File: config.mk
export PLATFORM = sky130hd
export DESIGN_NAME = decade_2421_sequencer_flat
export DESIGN_NICKNAME = d
export VERILOG_FILES = /design/src/rtl/decade_2421_sequencer_pkg.sv /design/src/rtl/decade_2421_sequencer_if.sv /design/src/rtl/decade_2421_sequencer_inc.sv /design/src/rtl/decade_2421_sequencer.sv /design/src/flat_wrapper.sv
export SDC_FILE = /design/constraint.sdc
export NUM_CORES = 1
export LEC_CHECK = 0
export BUFFER_PORTS_ARGS = -buffer_cell sky130_fd_sc_hd__buf_2
export CORE_MARGIN = 2
export CORE_UTILIZATION = 50
export CTS_CLUSTER_SIZE = 28
export DETAILED_ROUTE_END_ITERATION = 6
export PLACE_DENSITY = 0.75
export SKIP_CTS_REPAIR_TIMING = 1
export SLEW_MARGIN = 0
export SYNTH_ARGS = -nofsm -noshare
export SYNTH_HDL_FRONTEND = slang
export SYNTH_HIERARCHICAL = 1
export SYNTH_SLANG_ARGS = --single-unit
File: constraint.sdc
create_clock -name clk -period 2.3 [get_ports clk]
set_input_delay 0.345 -clock clk [delete_from_list [all_inputs] [get_ports clk]]
set_output_delay 0.345 -clock clk [all_outputs]
set_load 0.005 [all_outputs]
File: src/rtl/decade_2421_sequencer_pkg.sv
// Shared definitions for the 2421 (Aiken) decade sequencer.
// Covers command opcodes, FSM states, digit constants and the digit validity test.
package decade_2421_sequencer_pkg;

  localparam logic [1:0] OP_START = 2'b00;
  localparam logic [1:0] OP_STOP  = 2'b01;
  localparam logic [1:0] OP_CLEAR = 2'b10;
  localparam logic [1:0] OP_LOAD  = 2'b11;

  typedef enum logic [1:0] {
    IDLE  = 2'd0,
    RUN   = 2'd1,
    PAUSE = 2'd2,
    DONE  = 2'd3
  } state_t;

  localparam logic [3:0] D2421_ZERO = 4'b0000;
  localparam logic [3:0] D2421_FOUR = 4'b0100;
  localparam logic [3:0] D2421_FIVE = 4'b1011;
  localparam logic [3:0] D2421_NINE = 4'b1111;

  // Codes 0101..1010 have no meaning in 2421 and are rejected.
  function automatic logic digit_valid(input logic [3:0] d);
    return (d <= D2421_FOUR) || (d >= D2421_FIVE);
  endfunction

endpackage

File: src/rtl/decade_2421_sequencer_if.sv
// Command and count bus between the front-panel logic and the sequencer.
// The master drives commands and ticks; the slave (sequencer) returns status.
interface decade_2421_sequencer_if #(
  parameter int NDIG = 2
);

  logic              tick;
  logic              cmd_valid;
  logic              cmd_ready;
  logic [1:0]        cmd_op;
  logic [4*NDIG-1:0] cmd_data;
  logic [4*NDIG-1:0] count;
  logic              running;
  logic              done;
  logic              ovf;
  logic              err;

  modport master (
    output tick, cmd_valid, cmd_op, cmd_data,
    input  cmd_ready, count, running, done, ovf, err
  );

  modport slave (
    input  tick, cmd_valid, cmd_op, cmd_data,
    output cmd_ready, count, running, done, ovf, err
  );

endinterface

File: src/rtl/decade_2421_sequencer_inc.sv
// Single 2421 digit incrementer: next value and carry-out, purely combinational.
module digit_2421_inc
  import decade_2421_sequencer_pkg::*;
(
  input  logic [3:0] i_digit,
  input  logic       i_carry,
  output logic [3:0] o_next,
  output logic       o_carry
);

  // 0100 jumps over the invalid gap to 1011; 1111 rolls to 0000 and carries.
  always_comb begin
    o_next = i_digit;
    if (i_carry) begin
      if (i_digit == D2421_NINE)
        o_next = D2421_ZERO;
      else if (i_digit == D2421_FOUR)
        o_next = D2421_FIVE;
      else
        o_next = i_digit + 4'd1;
    end
  end

  assign o_carry = i_carry && (i_digit == D2421_NINE);

endmodule

File: src/rtl/decade_2421_sequencer.sv
// Command-driven controller for NDIG cascaded 2421 decade digits with
// limit detection, sticky wrap flag and rejected-command error pulse.
module decade_2421_sequencer
  import decade_2421_sequencer_pkg::*;
#(
  parameter int NDIG = 2
) (
  input logic                    clk,
  input logic                    reset,
  decade_2421_sequencer_if.slave bus
);

  state_t            r_state;
  logic [4*NDIG-1:0] r_count;
  logic [4*NDIG-1:0] r_limit;
  logic              r_ready;
  logic              r_running;
  logic              r_done;
  logic              r_ovf;
  logic              r_err;

  logic [4*NDIG-1:0] w_next;
  logic [NDIG:0]     w_carry;
  logic              w_data_valid;
  logic              w_accept;
  logic              w_hit;

  // Digit 0 always sees a carry-in; higher digits ripple in the same cycle.
  assign w_carry[0] = 1'b1;

  for (genvar g = 0; g < NDIG; g++) begin : g_digit
    digit_2421_inc u_inc (
      .i_digit (r_count[4*g +: 4]),
      .i_carry (w_carry[g]),
      .o_next  (w_next[4*g +: 4]),
      .o_carry (w_carry[g+1])
    );
  end

  always_comb begin
    w_data_valid = 1'b1;
    for (int k = 0; k < NDIG; k++) begin
      if (!digit_valid(bus.cmd_data[4*k +: 4]))
        w_data_valid = 1'b0;
    end
  end

  assign w_accept = bus.cmd_valid && r_ready;
  assign w_hit    = (w_next == r_limit);

  always_ff @(posedge clk) begin
    if (reset) begin
      r_state   <= IDLE;
      r_count   <= '0;
      r_limit   <= '0;
      r_ready   <= 1'b1;
      r_running <= 1'b0;
      r_done    <= 1'b0;
      r_ovf     <= 1'b0;
      r_err     <= 1'b0;
    end else begin
      r_done <= 1'b0;
      r_err  <= 1'b0;
      case (r_state)
        IDLE: begin
          if (w_accept) begin
            case (bus.cmd_op)
              OP_START: begin
                if (w_data_valid) begin
                  r_limit   <= bus.cmd_data;
                  r_state   <= RUN;
                  r_running <= 1'b1;
                end else begin
                  r_err <= 1'b1;
                end
              end
              OP_LOAD: begin
                if (w_data_valid) r_count <= bus.cmd_data;
                else              r_err   <= 1'b1;
              end
              OP_CLEAR: begin
                r_count <= {NDIG{D2421_ZERO}};
                r_ovf   <= 1'b0;
              end
              default: ;
            endcase
          end
        end
        RUN: begin
          // CLEAR beats a same-cycle tick; reaching the limit beats STOP.
          if (w_accept && bus.cmd_op == OP_CLEAR) begin
            r_count <= {NDIG{D2421_ZERO}};
            r_ovf   <= 1'b0;
          end else begin
            if (bus.tick) begin
              r_count <= w_next;
              if (w_carry[NDIG]) r_ovf <= 1'b1;
              if (w_hit) begin
                r_state   <= DONE;
                r_done    <= 1'b1;
                r_running <= 1'b0;
                r_ready   <= 1'b0;
              end
            end
            if (w_accept) begin
              if (bus.cmd_op == OP_STOP) begin
                if (!(bus.tick && w_hit)) begin
                  r_state   <= PAUSE;
                  r_running <= 1'b0;
                end
              end else begin
                r_err <= 1'b1;
              end
            end
          end
        end
        PAUSE: begin
          if (w_accept) begin
            case (bus.cmd_op)
              OP_START: begin
                r_state   <= RUN;
                r_running <= 1'b1;
              end
              OP_CLEAR: begin
                r_count <= {NDIG{D2421_ZERO}};
                r_ovf   <= 1'b0;
                r_state <= IDLE;
              end
              OP_LOAD: begin
                if (w_data_valid) r_count <= bus.cmd_data;
                else              r_err   <= 1'b1;
              end
              default: ;
            endcase
          end
        end
        DONE: begin
          r_state <= IDLE;
          r_ready <= 1'b1;
        end
        default: r_state <= IDLE;
      endcase
    end
  end

  assign bus.cmd_ready = r_ready;
  assign bus.count     = r_count;
  assign bus.running   = r_running;
  assign bus.done      = r_done;
  assign bus.ovf       = r_ovf;
  assign bus.err       = r_err;

endmodule

File: src/flat_wrapper.sv
// flat-port wrapper written by rule: the top's interface ports become plain ports
module decade_2421_sequencer_flat import decade_2421_sequencer_pkg::*;
#(
  parameter int NDIG = 2
)
  (clk, reset, bus_tick, bus_cmd_valid, bus_cmd_op, bus_cmd_data, bus_cmd_ready, bus_count, bus_running, bus_done, bus_ovf, bus_err);
  decade_2421_sequencer_if #(.NDIG(NDIG)) bus_i ();
  input logic clk;
  input logic reset;
  input wire logic [$bits(bus_i.tick)-1:0] bus_tick;
  input wire logic [$bits(bus_i.cmd_valid)-1:0] bus_cmd_valid;
  input wire logic [$bits(bus_i.cmd_op)-1:0] bus_cmd_op;
  input wire logic [$bits(bus_i.cmd_data)-1:0] bus_cmd_data;
  output wire logic [$bits(bus_i.cmd_ready)-1:0] bus_cmd_ready;
  output wire logic [$bits(bus_i.count)-1:0] bus_count;
  output wire logic [$bits(bus_i.running)-1:0] bus_running;
  output wire logic [$bits(bus_i.done)-1:0] bus_done;
  output wire logic [$bits(bus_i.ovf)-1:0] bus_ovf;
  output wire logic [$bits(bus_i.err)-1:0] bus_err;
  assign bus_i.tick = bus_tick;
  assign bus_i.cmd_valid = bus_cmd_valid;
  assign bus_i.cmd_op = bus_cmd_op;
  assign bus_i.cmd_data = bus_cmd_data;
  assign bus_cmd_ready = bus_i.cmd_ready;
  assign bus_count = bus_i.count;
  assign bus_running = bus_i.running;
  assign bus_done = bus_i.done;
  assign bus_ovf = bus_i.ovf;
  assign bus_err = bus_i.err;
  decade_2421_sequencer #(.NDIG(NDIG)) u_core (.clk(clk), .reset(reset), .bus(bus_i));
endmodule
After elaboration in Yosys (flattened, before gate mapping)
Cells that the tools add are included.
W data, S select, Z words.
{ "totals": {"input_bits": 14, "output_inout_bits": 13, "ff_bits": 23, "elab_cells": 119} }
{ "classes": {"order_cmp": 4, "n_eq_ne": 26, "bitwise_logic": 2, "muxes": 57, "n_reduce_logical": 20, "add_sub_neg": 2} }
{ "ops": {"columns": ["op", "n"], "rows": [
  ["$mux W8", 4],
  ["$pmux W8 S2", 2],
  ["$mux W1", 30],
  ["$mux W2", 10],
  ["$mux W4", 5],
  ["$ne A2 B1 Y1 const B", 7],
  ["$ne A3 B2 Y1 const B", 4],
  ["$reduce_and A5 Y1", 2],
  ["$add A4 B1 Y4 const B", 2],
  ["$eq A2 B2 Y1 const B", 4],
  ["$eq A4 B3 Y1 const B", 2],
  ["$eq A4 B4 Y1 const B", 2],
  ["$eq A8 B8 Y1", 1],
  ["$ge A4 B4 Y1 const B", 2],
  ["$le A4 B3 Y1 const B", 2],
  ["$pmux W2 S4", 1],
  ["$reduce_and A4 Y1", 2],
  ["$reduce_and A7 Y1", 1],
  ["$ne A2 B2 Y1 const B", 3],
  ["$pmux W1 S3", 2],
  ["$reduce_and A6 Y1", 1],
  ["$eq A2 B1 Y1 const B", 2],
  ["$logic_and A1 B1 Y1", 4],
  ["$logic_not A2 Y1", 2],
  ["9 further kinds", 14]
]} }

Logic depth before layout (Yosys ltp)
Gate-level depths: netlist of run 1.
{ "logic_depth": {"word_depth": 12, "depth_mapped": 12, "depth_no_buf": 11} }

Modules after synthesis
Netlist of run 1, hierarchy kept.
{ "by_module_without_submodules": {"columns": ["mod", "cells_per_inst", "seq_area_each_um2", "instances", "area_each_um2"], "rows": [
  ["decade_2421_sequencer", 145, 460.4, 1, 1332.5],
  ["digit_2421_inc", 25, 0.0, 2, 151.4]
]} }

Least setup slack after synthesis of run 1
No wires, ideal clock.
{ "synth_path": {"path_type": "register to register", "startpoint": "register u_core.r_count[0] (netlist: u_core/bus.count[0])", "endpoint": "register u_core.r_state[1]", "stages_incl_launch_ff": 12, "required_ns": 2.214, "n_path_buf": 1, "period_less_slack_ns": 2.412, "setup_slack_ns": -0.112, "arrival_ns": 2.327, "setup_time_ns": 0.086, "cell_sequence": "dfxtp_1 ha_1 nand2_1 nor2_1 buf_4 nand2_2 o31ai_1 xnor2_1 nand3_1 or3_1 nand3b_1 a211oi_1"} }
{ "synth_via": {"elab_cells_between_ends": 15, "classes_between": "add/sub: 1; eq/ne: 3; mux: 10; reduce/logical: 1"} }
{ "synth_rtl": {"columns": ["item", "line", "text"], "rows": [
  ["start: declaration", "decade_2421_sequencer.sv:14", "logic [4*NDIG-1:0] r_count;"],
  ["start signal: assignment", "decade_2421_sequencer.sv:78", "if (w_data_valid) r_count <= bus.cmd_data;"],
  ["start signal: assignment", "decade_2421_sequencer.sv:82", "r_count <= {NDIG{D2421_ZERO}};"],
  ["start signal: assignment", "decade_2421_sequencer.sv:92", "r_count <= {NDIG{D2421_ZERO}};"],
  ["$eq A4 B4 Y1 *", "decade_2421_sequencer_inc.sv:24", "assign o_carry = i_carry && (i_digit == D2421_NINE);"],
  ["net u_core.w_carry[1]", "decade_2421_sequencer.sv:23", "logic [NDIG:0] w_carry;"],
  ["$mux W4 *", "decade_2421_sequencer_inc.sv:14", "if (i_carry) begin"],
  ["net u_core.w_next[7]", "decade_2421_sequencer.sv:22", "logic [4*NDIG-1:0] w_next;"],
  ["$eq A8 B8 Y1 *", "decade_2421_sequencer.sv:49", "assign w_hit = (w_next == r_limit);"],
  ["$mux W2", "decade_2421_sequencer.sv:98", "if (w_hit) begin"],
  ["$mux W2", "decade_2421_sequencer.sv:95", "if (bus.tick) begin"],
  ["$mux W2", "decade_2421_sequencer.sv:107", "if (!(bus.tick && w_hit)) begin"],
  ["$mux W2", "decade_2421_sequencer.sv:106", "if (bus.cmd_op == OP_STOP) begin"],
  ["$mux W2 *", "decade_2421_sequencer.sv:105", "if (w_accept) begin"],
  ["$mux W2 *", "decade_2421_sequencer.sv:91", "if (w_accept && bus.cmd_op == OP_CLEAR) begin"],
  ["$pmux W2 S4 *", "decade_2421_sequencer.sv:64", "case (r_state)"],
  ["end signal: assignment", "decade_2421_sequencer.sv:71", "r_state <= RUN;"],
  ["end signal: assignment", "decade_2421_sequencer.sv:99", "r_state <= DONE;"],
  ["end signal: assignment", "decade_2421_sequencer.sv:108", "r_state <= PAUSE;"],
  ["end: declaration", "decade_2421_sequencer.sv:13", "state_t r_state;"]
]} }
The timed path passes the listed nets; every way through them passes the cells marked *. The select of a mux whose other input is x is not followed.
A chain may end at the register's enable or synchronous reset.

Worst setup path after layout of run 1
Ends and elaborated chain as after synthesis.

==> impl_results.md, run 1 <==
* Largest family of logic cells by synthesized area: compound AO/OA/AOI/OAI gates
* Cells after Synth at slightly below 200
* Post-synthesis xor/xnor area fraction at about 4.3%
* Post-placement cell count at about 270
* Area share of the largest cell type after synthesis at 28.2%
* Slew at the pin with the worst max-slew slack at 0.632 ns
* Final Non-Filler Cells at 278
* Yosys cell types at 46
* Setup TNS at 0 ns
* Vias in the first global route at around 1.3k
* Core Box Area at 3080 um^2
* First-pass GRT wire length at 6200 um
* Synth Area in Compound Gates at 32.8%
* Max-slew violations at 0
* Port bufs at 26
* Mapped Avg Cell Area at 8.39 um^2
* CP arrival at 2.53 ns
* Startpoint Class: flop
* Clk_skew at roughly 0.0050 ns
* Ys flop type: dfxtp_1
* Mapped Nets at 217
* PD cells at 462 nW/um^2
* Crit path kind: flop to flop
* Max IR drop VDD at 0.226 mV
* HPWL after DPL at just under 3000 um
* Simple-gate share of the synthesized area at 15.1%
* FILL cells at 261
* P_leak at 0.845 nW
* Post-route ant nets at 0
* Worst-path maximum fanout at 7
* 1st-iter DRT viols at 95
* Placer Congestion at 0.854
* Slew HR at 57.9%
* Asr flop ratio synth at 0%
* Status: completed
* Drt first pass iters at 4
* Starting density of the core at 53.1%
* Ys Warns at 6
* Clk Latency, worst-skew pair at 0.31 ns
* Total of max-cap violations at 0
* Synth Cell Area at 1640 um^2
* Clock Pin Slew Worst Setup and Hold Paths at ~0.13 ns
* TritonCTS Sinks at 23
* IO Pins at 27
* Multiplexer area fraction after synthesis at approximately 5.7%
* Die area at 3740 um^2
* Share of layout cells above drive strength 1 at 37.2%
* DIE WIDTH at 61.2 um
* Critical path data required time at approximately 2.5 ns
* Post-synthesis register bit count at 23
* Routed length per placed instance at approximately 15 um
* Num rows at 20
* TritonCTS Buffers at 3
* Leading area contributor after synthesis: dfxtp_1
* Sequential area share after synthesis at 28.2%
* Tmin final at approximately 2.3 ns
* GRT Residual Overflow at 0
* Hold Crit Class: input port to flop
* Final Cycle Share at just under 100%
* Final setup violation count at 0
* H-tree depth at 1
* GR Util All Layers at a little over a fifth
* Ant. Diodes at 0
* Final wirelength at roughly 4000 um
* Fin nets at ~260
* Antenna violations before repair at 0
* Number of remaining DRC errors at 0
* CTS tree: yes
* Largest net degree at the start of global routing at 23
* CTS max path bufs at 2
* Ranking of synthesized cells by area: dfxtp_1, a21oi_1, ha_1
* RSZ-0062 raised after global routing: true
* Post-Synth Adder-Cell Area at 6.12%
* Vias per inst at 5.82
* Syn-to-layout area delta at 26.2%
* FMAX at 0.437 GHz
* Via Count at 1617
* Die Ht at 61.2 um
* Total Power at 0.000952 W
* CTS root buffer: clkbuf_4
* Post-synth EDFFs at 0
* Final hold viol count at 0
* CP endpoint kind: flop
[worst paths after layout]
check | depth (start not counted) | start | slack (ns) | to
worst min-delay path | 3 | bus_cmd_data[1] | 0.32 | u_core/r_limit[1]
worst max-delay path | 11 | u_core/bus.count[0] | 0.01 | u_core/r_state[1]
worst max register to register | 11 | u_core/bus.count[0] | 0.01 | u_core/r_state[1]
worst min register to register | 2 | u_core/bus.cmd_ready | 0.49 | u_core/bus.cmd_ready
[layer usage]
layer	GRT usage [%]	vias to the layer above	routed length [um]
li1	-	805	-
met1	34.7	745	1990
met2	30.9	61	1820
met3	3.36	6	223
met4	4.97	0	38
met5	0	-	0
[cell families (layout without fill, tap and decap cells)]
logic type                 count (synthesis)  count (layout)
DFF                                       23              23
muxes                                      9               9
adders and majority gates                  8               8
AOI/OAI and AO/OA                         75              75
xor gates and xnor gates                   8               8
other                                      1               1
buffers and inverters                     24              63
and+or+nand+nor                           47              47
[cells in the mapped netlist (2+ instances only)]
cell	instances
dfxtp_1	23
o21ai_0	4
o22ai_1	3
clkbuf_1	3
xnor2_1	8
nor3_1	2
a311oi_1	9
nand2_2	2
a21boi_1	2
ha_1	8
nand2_1	13
mux2i_1	8
buf_2	3
a22oi_1	8
o221a_2	2
buf_4	3
or2_2	2
a211oi_1	3
a31oi_1	5
o21ai_1	2
nor2_1	16
or3_1	2
o31ai_1	3
a21o_1	3
nand3_1	3
inv_1	12
a21oi_1	24
[flip-flops by register name, summed over array words and instances, names as in the netlist]
register	cells
u_core/bus.done	1
u_core/bus.err	1
u_core/r_limit	8
u_core/bus.running	1
u_core/bus.cmd_ready	1
u_core/r_state	2
u_core/bus.count	8
u_core/bus.ovf	1
[metrics by stage]
step | hold slack [ns] | instance area [um^2] | utilization, % | setup WS [ns]
floorplan | 0.441 | 1650 | - | 0.00785
global placement | 0.469 | 1890 | 61.5 | -0.0280
detailed placement | 0.473 | 1890 | 61.5 | -0.114
CTS | 0.307 | 1920 | 62.4 | -0.153
global route | 0.313 | 2060 | 67.0 | -0.152
finish | 0.322 | 2060 | 67.0 | 0.0140
[worst max-delay path, cell delays in order, from the launching register on]
cell      delay (ns)
dfxtp_4         0.40
ha_4            0.14
nand2_4         0.05
nor2_4          0.12
buf_6           0.15
a21oi_2         0.06
a31oi_2         0.23
xnor2_1         0.15
nand3_1         0.11
or3_4           0.39
nand3b_1        0.18
a211oi_2        0.20
[power by group]
group          switching, W  total (W)  internal, W
combinational      0.000169   0.000319     0.000150
sequential        0.0000252   0.000442     0.000417
clock              0.000127   0.000192    0.0000650
[placed cells by master, fill, tap and decap left out, types with 6 or more instances in the layout]
| cell | count |
|---|---|
| nand2_1 | 11 |
| buf_2 | 26 |
| a21oi_1 | 23 |
| ha_1 | 6 |
| mux2i_1 | 8 |
| inv_1 | 11 |
| a311oi_1 | 9 |
| a22oi_1 | 8 |
| xnor2_1 | 7 |
| nor2_1 | 15 |
| dfxtp_1 | 19 |
| buf_4 | 19 |
[final cells by class]
type                            instances  area [um^2]  share of cell area (%)
Multi-Input combinational cell        148         1180                    57.1
Clock buffer                            3         22.5                    1.09
Tap cell                               44         55.1                    2.67
Sequential cell                        23          470                    22.8
Timing Repair Buffer                   46          284                    13.8
Clock inverter                          1         5.00                   0.243
Inverter                               13         48.8                    2.37
(Power assumes the default switching activity.)
==> run 2, diff against run 1 <==
Settings changed: CORE_UTILIZATION 50 to 40, PLACE_DENSITY 0.75 to unset.
==> run 2 against run 1 <==
Effect of this change: first-iteration DRC count is 18% lower; clock power is 34% higher; critical endpoint unchanged; register-to-register slack hardly changed; count of clock-buffer cells in the layout stayed put; total power is 4.5% higher; design area is 0.67% lower.
==> impl_results.md, run 2 (same netlist as run 1, synthesis figures left out) <==
* Clock Pin Slew Worst Setup and Hold Paths at 0.09 ns
* Pre-CTS setup slack at -0.0914 ns
* 1st-iter DRT viols at ~80
* CTS max path bufs at 2
* Routed length per placed instance at between 10 and 15 um
* Tmin final at 2.28 ns
* Starting density of the core at 41.2%
* Reg2reg setup slack at around 0.023 ns
* Worst-path maximum fanout at 5
* Final wirelength at 4000 um
* Status: completed
* Clk Latency, worst-skew pair at 0.27 ns
* Placer Congestion at 0.819
* Final Non-Filler Cells at between 200 and 300
* First-pass GRT wire length at between 6000 and 7000 um
* Total of max-cap violations at 0
* DIE WIDTH at a little under 70 um
* Drt first pass iters at 4
* GRT Residual Overflow at 0
* Worst setup path end: u_core/r_state[1]
* Vias per inst at 5.65
* Via Count at 1589
* TritonCTS Sinks at 23
* Critical path data required time at approximately 2.5 ns
* Die area at 4620 um^2
* H-tree depth at 1
* Core Box Area at 3970 um^2
* Commonest non-fill, non-tap cell in the layout: buf_2
* Share of layout cells above drive strength 1 at 35.5%
* Die Ht at approximately 68 um
* CP arrival at 2.47 ns
* RSZ-0062 raised after global routing: true
* Slew HR at between 60% and 70%
* Post-route ant nets at 0
* Critical R2R Launch: u_core/bus.count[5]
* Vias in the first global route at 1388
* Post-placement cell count at 274
* Port bufs at 26
* IO Pins at 27
* Num rows at 23
* Min setup slack post-route at about 0.023 ns
* Commonest non-fill, non-tap cells in the layout: buf_2, a21oi_1, dfxtp_1
* Ant. Diodes at 0
* GR Util All Layers at 18.1%
* R2R cell count at 10
* Worst reg2reg path endpoint: u_core/r_state[1]
* Fin util at 51.6%
* CTS tree: yes
* Finished Cell Area at 2050 um^2
* Setup TNS at 0 ns
* Post-DP Area at 1880 um^2
* FMAX at 0.439 GHz
* Number of remaining DRC errors at 0
* CTS root buffer: clkbuf_8
* Hold Crit Class: input port to flop
* Largest net degree at the start of global routing at 23
* HPWL after DPL at 2880 um
* Final hold viol count at 0
* Max IR drop VDD at 0.259 mV
* CP Launch Point: u_core/bus.count[5]
* Max-slew violations at 0
* Antenna violations before repair at 0
* Slew at the pin with the worst max-slew slack at 0.553 ns
* P_leak at 0.833 nW
* Syn-to-layout area delta at 25.3%
* TritonCTS Buffers at 3
* Final setup violation count at 0
* PD cells at 486 nW/um^2
* Startpoint Class: flop
* FILL cells at approximately 390
* CP endpoint kind: flop
* Final Cycle Share at a little over nine tenths
* Fin nets at 254
* Clk_skew at 0.00627 ns
* Crit path kind: flop to flop
[run 2: how the worst min path moves through the flow]
stage / startpoint / end / cells past startpoint
finish: bus_cmd_data[1] / u_core/r_limit[1] / 3
global route: bus_cmd_data[6] / u_core/r_limit[6] / 3
CTS: bus_cmd_data[1] / u_core/r_limit[1] / 3
detailed placement: u_core/bus.cmd_ready / u_core/bus.cmd_ready / 2
global placement: u_core/bus.cmd_ready / u_core/bus.cmd_ready / 2
floorplan: reset / u_core/bus.cmd_ready / 2
[run 2: cell type report]
cell class              instances  area (um^2)  area share, %
clock inverters                 1         5.00          0.244
inverters                      13         48.8           2.38
multi-input cells             148         1160           56.7
repair buffers                 43          262           12.8
clock buffers                   3         41.3           2.01
well taps                      50         62.6           3.05
flip-flops and latches         23          469           22.9
[run 2: critical path: stages, from the launching register on]
cell      delay, ns
dfxtp_1        0.33
buf_4          0.13
ha_1           0.21
buf_4          0.16
a21o_1         0.18
a31oi_4        0.22
xnor2_1        0.14
nand3_1        0.12
or3_4          0.36
nand3b_1       0.18
a211oi_2       0.18
[run 2: stage by stage]
stage | hold WS [ns] | power [W]
final | 0.362 | 0.000995
after global placement | 0.494 | 0.000717
after detailed placement | 0.489 | 0.000718
after floorplan | 0.441 | 0.000638
after CTS | 0.361 | 0.000978
after global routing | 0.376 | 0.00106
[run 2: per-layer routing]
metal	vias to the layer above	track usage, %	wire length, um
li1	793	-	-
met1	752	25.3	2000
met2	38	29.9	1790
met3	6	2.96	157
met4	0	2.50	59
met5	-	0	0
[run 2: power breakdown]
part           switching, W  internal [W]  leakage (nW)
sequential        0.0000249      0.000416         0.189
clock              0.000136      0.000121        0.0255
combinational      0.000162      0.000135         0.619
==> run 3, diff against run 2 <==
Settings changed: PLACE_DENSITY set to 0.72.
==> run 3 against run 2 <==
Effect of this change: utilization down 1.1 points; total power decreased by 0.13%; global-route usage fell by 2.1 points; highest routed layer unchanged.
==> impl_results.md, run 3 (same netlist as run 1, synthesis figures left out) <==
* Largest net degree at the start of global routing at 23
* Hold Crit Depth at 3
* Critical R2R Launch: u_core/bus.count[1]
* IO Pins at 27
* Worst-path maximum fanout at 4
* Via Count at 1507
* Syn-to-layout area delta at 22.6%
* P_leak at 0.796 nW
* Ant. Diodes at 0
* Fin util at 50.5%
* Core Box Area at 3970 um^2
* Vias in the first global route at between 1k and 1.5k
* H-tree depth at 1
* CP arrival at 2.47 ns
* Hold Crit Class: input port to flop
* GRT Residual Overflow at 0
* Max-slew violations at 0
* Highest-delay cell along the critical path: or3_4
* Number of remaining DRC errors at 0
* PD cells at 496 nW/um^2
* CTS root buffer: clkbuf_8
* Max incr delay on CP at 0.41 ns
* Final hold viol count at 0
* Die area at about 4600 um^2
* R2R cell count at 10
* Antenna violations before repair at 0
* Hold Path End: u_core/r_limit[7]
* Final setup violation count at 0
* GR Util All Layers at 16.0%
* 1st-iter DRT viols at 71
* RSZ-0062 raised after global routing: true
* Final Cycle Share at 99.3%
* CP endpoint kind: flop
* Clock Pin Slew Worst Setup and Hold Paths at 0.08 ns
* Num rows at 23
* Clk_skew at about 0.0036 ns
* Max IR drop VDD at 0.273 mV
* Tmin final at 2.28 ns
* Min-Delay Startpoint: bus_cmd_data[7]
* Critical path data required time at 2.49 ns
* Commonest non-fill, non-tap cells in the layout: buf_2, a21oi_1, dfxtp_1
* Crit path kind: flop to flop
* Hold_ws at 0.379 ns
* Startpoint Class: flop
* Share of layout cells above drive strength 1 at 33.9%
* HPWL after DPL at 2740 um
* Slew at the pin with the worst max-slew slack at roughly 0.6 ns
* Final wirelength at between 3000 and 4000 um
* Commonest non-fill, non-tap cell in the layout: buf_2
* DIE WIDTH at 67.9 um
* Post-placement cell count at 274
* Total Power at 0.000994 W
* CTS max path bufs at 2
* Reg2reg setup slack at between 0.015 and 0.02 ns
* Drt first pass iters at 5
* Vias per inst at 5.38
* Die Ht at roughly 68 um
* Starting density of the core at 41.2%
* First-pass GRT wire length at 5780 um
* Worst reg2reg path endpoint: u_core/r_state[1]
* CTS tree: yes
* Worst path bufs/invs at 1
* Slew HR at 58.9%
* Crit path cell chain: inv_2 > ha_4 > a21boi_2 > o22ai_1 > a31oi_1 > xnor2_1 > nand4_1 > or3_4 > nand3b_1 > a211oi_2
* Final Non-Filler Cells at 280
* Status: completed
* Fin nets at 253
* Total of max-cap violations at 0
* Clk Latency, worst-skew pair at around 0.26 ns
* FMAX at 0.438 GHz
* TritonCTS Buffers at 3
* TritonCTS Sinks at 23
* Routed length per placed instance at 13.3 um
* Port bufs at 26
* Post-route ant nets at 0
* Critical path depth in cells at 10
* Placer Congestion at 0.926
* Critical path's top delay family: simple AND/OR/NAND/NOR gates
## run 3: cell types whose count changed in the layout (fill, tap and decap cells not counted), sizes merged
cell    change
clkbuf      +1
buf         -1
clkinv      -1
## run 3: layout make-up
type / instances / area [um^2]
Fill cell: 399 / 1970
Multi-Input combinational cell: 148 / 1130
Sequential cell: 23 / 470
Timing Repair Buffer: 42 / 250
Tap cell: 50 / 62.6
Inverter: 13 / 48.8
Clock buffer: 4 / 45.0
## run 3: report_power, final
group	leakage (nW)	internal, W	switching, W
Clock	0.0228	0.000124	0.000129
Combinational	0.584	0.000141	0.000161
Sequential	0.189	0.000416	0.0000231
Total	0.796	0.000681	0.000313
## run 3: tightest hold or removal path, cell delays in order
cell	delay, ns
buf_2	0.12
mux2i_1	0.07
nor2_1	0.07
## run 3: worst max path at each step
stage | start | end | slack [ns]
detailed placement | u_core/bus.count[1] | u_core/r_state[1] | -0.08
floorplan | u_core/bus.count[4] | u_core/r_state[1] | 0.008
CTS | u_core/bus.count[1] | u_core/r_state[1] | -0.09
finish | u_core/bus.count[1] | u_core/r_state[1] | 0.02
global placement | u_core/bus.count[1] | u_core/r_state[1] | -0.03
global route | u_core/bus.count[0] | u_core/r_state[1] | -0.08
## run 3: through the flow
step	setup TNS, ns	worst slack [ns]	area [um^2]
final	0	0.0165	2000
after global routing	-0.209	-0.0812	2000
after floorplan	0	0.00785	1650
after detailed placement	-0.140	-0.0762	1880
after global placement	-0.0468	-0.0272	1880
after CTS	-0.164	-0.0916	1920
## run 3: routing by layer
metal  GRT usage (%)  part of all wire, %
met5               0                    0
met4            6.00                 0.97
met3            2.14                  3.5
met2            24.2                   46
met1            22.9                   50
